`config.mk`:
```
export PLATFORM = sky130hd
export DESIGN_NAME = count_sequencer
export DESIGN_NICKNAME = d
export VERILOG_FILES = /design/src/rtl/count_sequencer.sv
export SDC_FILE = /design/constraint.sdc
export NUM_CORES = 1
export LEC_CHECK = 0
export CORE_MARGIN = 2
export CORE_UTILIZATION = 45
export CTS_CLUSTER_SIZE = 30
export DETAILED_ROUTE_END_ITERATION = 10
export MAX_ROUTING_LAYER = met4
export PLACE_DENSITY_LB_ADDON = 0.25
export SETUP_SLACK_MARGIN = 0.4
export SKIP_LAST_GASP = 1
export SYNTH_ARGS = -nofsm -noshare
export SYNTH_HDL_FRONTEND = slang
export SYNTH_SLANG_ARGS = --single-unit
```
`constraint.sdc`:
```
create_clock -name clk -period 2.4 [get_ports clk]
set_input_delay 0.48 -clock clk [delete_from_list [all_inputs] [get_ports clk]]
set_output_delay 0.48 -clock clk [all_outputs]
set_load 0.02 [all_outputs]
```
`src/rtl/count_sequencer.sv`:
```
// count_sequencer: commanded-run controller for a WIDTH-bit up/down counter.
// A start in IDLE captures a preload value, direction and mode into shadow
// registers. The count then steps once per clock until it reaches the terminal
// value, which is 0 when counting down and all-ones when counting up. At that
// point the run either ends with a done pulse (one-shot) or reloads the shadow
// value and keeps running (auto-reload). Pause holds the count, and abort ends
// the run without a done pulse.
module count_sequencer #(
  parameter int WIDTH = 3
) (
  input  logic             clk,
  input  logic             reset,
  input  logic             start,
  input  logic [WIDTH-1:0] load_val,
  input  logic             dir,
  input  logic             mode,
  input  logic             pause,
  input  logic             abort,
  output logic [WIDTH-1:0] Q,
  output logic             busy,
  output logic             done,
  output logic             tc
);

  typedef enum logic [1:0] {
    S_IDLE   = 2'd0,
    S_RUN    = 2'd1,
    S_PAUSED = 2'd2
  } state_e;

  state_e           state_q, state_d;
  logic [WIDTH-1:0] q_q, q_d;
  logic             busy_q, busy_d;
  logic             done_q, done_d;
  logic [WIDTH-1:0] load_q, load_d;  // shadow preload value
  logic             dir_q, dir_d;    // shadow direction
  logic             mode_q, mode_d;  // shadow mode

  logic [WIDTH-1:0] term_val;
  logic             at_term;

  // Terminal value follows the captured direction, not the live dir input.
  always_comb begin
    term_val = dir_q ? {WIDTH{1'b1}} : {WIDTH{1'b0}};
    at_term  = (q_q == term_val);
  end

  // Next-state logic. Priority inside a run: abort, then pause, then terminal, then step.
  always_comb begin
    // NOTE: every signal gets a hold/default value first so that no path through
    // the case statement leaves it unassigned; otherwise a latch would be inferred.
    state_d = state_q;
    q_d     = q_q;
    load_d  = load_q;
    dir_d   = dir_q;
    mode_d  = mode_q;
    done_d  = 1'b0;

    unique case (state_q)
      S_IDLE: begin
        if (start) begin
          load_d  = load_val;
          dir_d   = dir;
          mode_d  = mode;
          q_d     = load_val;
          state_d = S_RUN;
        end
      end

      S_RUN: begin
        if (abort) begin
          state_d = S_IDLE;
        end else if (pause) begin
          // The terminal check is skipped this cycle and is seen again after resume.
          state_d = S_PAUSED;
        end else if (at_term) begin
          done_d = 1'b1;
          if (mode_q) begin
            q_d = load_q;
          end else begin
            state_d = S_IDLE;
          end
        end else begin
          q_d = dir_q ? (q_q + 1'b1) : (q_q - 1'b1);
        end
      end

      S_PAUSED: begin
        if (abort) begin
          state_d = S_IDLE;
        end else if (!pause) begin
          state_d = S_RUN;
        end
      end

      default: state_d = S_IDLE;
    endcase

    // busy is registered, so it must reflect the state being entered.
    busy_d = (state_d != S_IDLE);
  end

  // State and output registers with synchronous active-low reset.
  always_ff @(posedge clk) begin
    // NOTE: sequential state uses non-blocking assignments so that every flop
    // samples the values from before the edge, independent of statement order.
    if (!reset) begin
      state_q <= S_IDLE;
      q_q     <= '0;
      busy_q  <= 1'b0;
      done_q  <= 1'b0;
      load_q  <= '0;
      dir_q   <= 1'b0;
      mode_q  <= 1'b0;
    end else begin
      state_q <= state_d;
      q_q     <= q_d;
      busy_q  <= busy_d;
      done_q  <= done_d;
      load_q  <= load_d;
      dir_q   <= dir_d;
      mode_q  <= mode_d;
    end
  end

  assign Q    = q_q;
  assign busy = busy_q;
  assign done = done_q;
  assign tc   = (state_q == S_RUN) && at_term;

endmodule

```
**Word level (Yosys, flattened, before mapping)**

Index checks and enable logic that the tools add are counted.

- $add $sub $neg: 2
- Equality and inequality tests: 7
- Multiplexer cells: 17
- Bitwise gates (word level): 2
- Reductions and logical operators: 7

Operators by type and width:

| operator | count |
|---|---|
| 3-bit two-way mux | 7 |
| 2-bit two-way mux | 7 |
| 2-bit != test (second input constant) | 3 |
| 2-bit one-hot mux with 3 select lines | 1 |
| 3-bit one-hot mux with 2 select lines | 1 |
| 5-bit AND reduction | 1 |
| 2-bit nonzero test | 2 |
| 4-bit OR reduction | 1 |
| 3-bit by 1-bit adder with 3-bit output (second input constant) | 1 |
| 3-bit equality test | 1 |
| 3-bit != test (second input constant) | 1 |
| 3-bit by 1-bit subtractor with 3-bit output (second input constant) | 1 |
| 2-bit by 1-bit equality test with 1-bit output (second input constant) | 1 |
| 2-bit equality test (second input constant) | 1 |
| 2-bit zero test | 1 |
| 1-bit inverter | 2 |
| 2-bit AND reduction | 1 |
| 1-bit logical AND | 1 |
| 1-bit two-way mux | 1 |

- Bits in registers: 12
- Input bits: 10
- Output and inout port bits: 6
- Word-level logic and storage cells: 42

**Logic depth before layout (Yosys ltp)**

- Depth after elaboration: 7
- Depth in mapped cells: 6
- Depth with buffers taken out: 6

**Least setup slack after synthesis**

OpenSTA, ideal clock, no wires.

- Path kind: register -> output
- From: reg dir_q
- To: out tc
- Arrival: 1.654 ns
- Data required time: 1.920 ns
- Slack: 0.266 ns
- Stages on the path, launching flop included: 6
- Path buffers: 0
- Cell sequence: dfxtp_1 > inv_1 > ha_1 > or4b_4 > and2_4 > nor2_1

- Cells in the longest elaborated chain, start to end: 3

RTL lines:

| what | line | source |
|---|---|---|
| start, declared | 36 | `logic dir_q, dir_d;` |
| start signal, assigned | 121 | `dir_q <= dir_d;` |
| 3-bit two-way mux | 44 | `term_val = dir_q ? {WIDTH{1'b1}} : {WIDTH{1'b0}};` |
| 3-bit equality test | 45 | `at_term = (q_q == term_val);` |
| 1-bit logical AND | 129 | `assign tc = (state_q == S_RUN) && at_term;` |
| end, declared | 22 | `output logic tc` |

Every way passes these cells.

**Worst setup path after layout**

Ends and elaborated chain as after synthesis.

==> flow_summary.toml <==
[status]
status = "completed"

[worst_setup_path]
cp_max_fo = 2
worstSetupPathType = "reg2out"
crit_arrival_ps = 1740
rr_startpoint = "dir_q"
critical_path.endpoint_type = "output pin"
setup.worst_path.start = "dir_q"
required_ps = 1920
crit_path_start_kind = "flop"

[synth]
syn_area_um2 = 614
async_reset_ff_share_pct = 0
syn_avg_cell_area_um2 = 9.03
synth_cells = 68
synthXorXnorAreaFrac_pct = 4.28
synth_mux_area_share_pct = 6.52
yosysTopAreaCellShare_pct = 39.1
synth_nets = 80
seq_area_frac_synth_pct = 39.1
synth_common_cells = "dfxtp_1 (12), nor2_1 (10), a21oi_1 (5), nand2_1 (5), mux2i_1 (4)"
yosysTopAreaCell = "dfxtp_1"
yosys_warnings = 0
synth_top_family_by_area = "compound AO/OA/AOI/OAI gates"
synth-edff-count = 0
synth_cell_types = 29
synth_top_cells_by_area = "dfxtp_1 (39%), mux2i_1 (6.5%), nor2_1 (6.1%), xnor2_1 (4.3%), a21oi_1 (4.1%)"
synth-simple-area-share_pct = 19.8
synth_compound_gate_area_share_pct = 22.0
synthAdderAreaFrac_pct = 5.30
yosysMostFrequentCell = "dfxtp_1"
synth_seq_cells = 12
synth_top_flop_cell = "dfxtp_1"

[sta]
drv_slew = 0
fmax_mhz = 450
setup_viol = 0
tns_ps = 0
rsz0062_at_grt = "yes"
tightestPinTransition_ps = 308
period_needed_ps = 2220
finalHoldViolCount = 0
slew_headroom_pct = 79.5
final.period_utilization_pct = 92.7
clock_skew_ps = 5.07
fin_hold_ws_ps = 498

[global_routing]
grt_pass1_wl_um = 2260
grt_max_degree = 13
first_global_vias = 504
gr-usage-all-layers_pct = 22.0
globalRouteMet3Util_pct = 4.89
gr-usage-met2_pct = 32.0
grt_use_met1_pct = 27.8
busiest_layer = "met2"
grt-ovfl-total = 0
antenna_found_initial = 0

[hold_path]
min_from = "load_q[2]"
holdCritPathClass = "reg2reg"

[drt]
drt_drc_violations_left = 0
antenna_left = 0
first_pass_iters = 4
routed_wl_um = 1450
vias = 600
via_per_inst = 5.50
wl_per_cell_um = 13.3
drt_iter0_drc = 28

[placed_design]
dpl_cell_area_um2 = 851
gp_congestion = 0.821
io_buffer_count = 15
post-dp-hpwl_um = 1130
dp.cells = 106

[power]
p_total_mw = 0.528
p_leak_nw = 0.354
powerDensity_mw_per_mm2 = 586
max-vdd-ir-drop_uv = 418

[final_layout]
areaGrowthSynthToFinish_pct = 46.6
multi_input_area_um2 = 388
fin_cells = 109
fill_cells = 108
final_area_um2 = 901
seq_area_um2 = 241
n_antenna_cell = 0
drive_gt1_share_pct = 22.3
nets = 108

[clocking]
clk_latency_ps = 270
clk_pin_slew_ps = 70
postCtsSetupBuffers = 0
clockBufferDepth = 2
cts_max_level = 1
cts_root_buf = "clkbuf_4"
cts_tree = "yes"
clock_sinks = 12
cts_buffers = 3

[die]
die-area_mm2 = 0.00168
start_util_pct = 47.8
core_mm2 = 0.00128
ios = 16
fp.dieH_um = 41.0
num_rows = 13
die_x_um = 41.0

[run]
drv_cap = 0
-- sequential cells by signal, indices dropped and copies added, names as in the netlist --
register and cells:
Q 3, load_q 3, state_q 2, busy 1, dir_q 1, done 1, mode_q 1
-- worst max-delay path: stages (launching register included) --
cell and delay (ps):
dfxtp_2 330, inv_2 50, ha_4 260, or4b_4 450
and2_4 170, nor2_4 90, buf_6 130
-- repair_timing --
item	CTS	global route
pin swaps	0	2
gates resized for setup	9	2
endpoints found under the setup margin	3	3
hold buffers	0	0
-- cells by family after synthesis --
kind of cell             Yosys count
XOR/XNOR                           3
adder cells (fa/ha/maj)            2
buffers and inverters              4
multiplexers                       4
flip-flops                        12
AO/OA/AOI/OAI                     19
AND/OR/NAND/NOR                   24
-- cell usage in the layout (no fill, tap or decap), types with 2 or more instances in the layout --
| cell | Yosys | routed |
|---|---|---|
| clkdlybuf4s50_1 | 0 | 14 |
| dfxtp_1 | 12 | 11 |
| nor2_1 | 10 | 9 |
| buf_4 | 1 | 9 |
| nand2_1 | 5 | 5 |
| a21oi_1 | 5 | 5 |
| mux2i_1 | 4 | 4 |
| xnor2_1 | 3 | 3 |
| a211oi_1 | 3 | 3 |
| clkbuf_4 | 0 | 3 |
| nor3_1 | 2 | 2 |
| a211o_1 | 2 | 2 |
-- through the flow --
stage	worst slack (ps)	util, %
after floorplan	421	-
after global placement	-7.36	66.2
after detailed placement	-63.6	66.2
after CTS	174	69.1
after global routing	110	70.1
final	176	70.1
-- path summary, 6_finish.rpt --
path	end	slack, ps	cells past startpoint
setup / recovery	tc	180	6
setup reg to reg	Q[2]	410	7
hold / removal	load_q[2]	500	2
hold reg to reg	load_q[2]	500	2
-- layout make-up --
cell class	count	area share (%)
Sequential cell	12	26.8
Clock buffer	3	2.50
Tap cell	15	2.08
Timing Repair Buffer	24	24.3
Inverter	3	1.25
Multi-Input combinational cell	52	43.1
-- metal layers --
layer / up-vias / wire (µm)
met5: - / 0
met4: 0 / 31
met3: 4 / 74
met2: 16 / 708
met1: 280 / 630
li1: 300 / -
-- power breakdown --
group / leakage [nW] / switching [mW] / total, mW / internal, mW
combinational: 0.241 / 0.0840 / 0.181 / 0.0968
clock: 0.0138 / 0.0650 / 0.123 / 0.0582
sequential: 0.0991 / 0.0103 / 0.224 / 0.213
(Power assumes the default switching activity.)
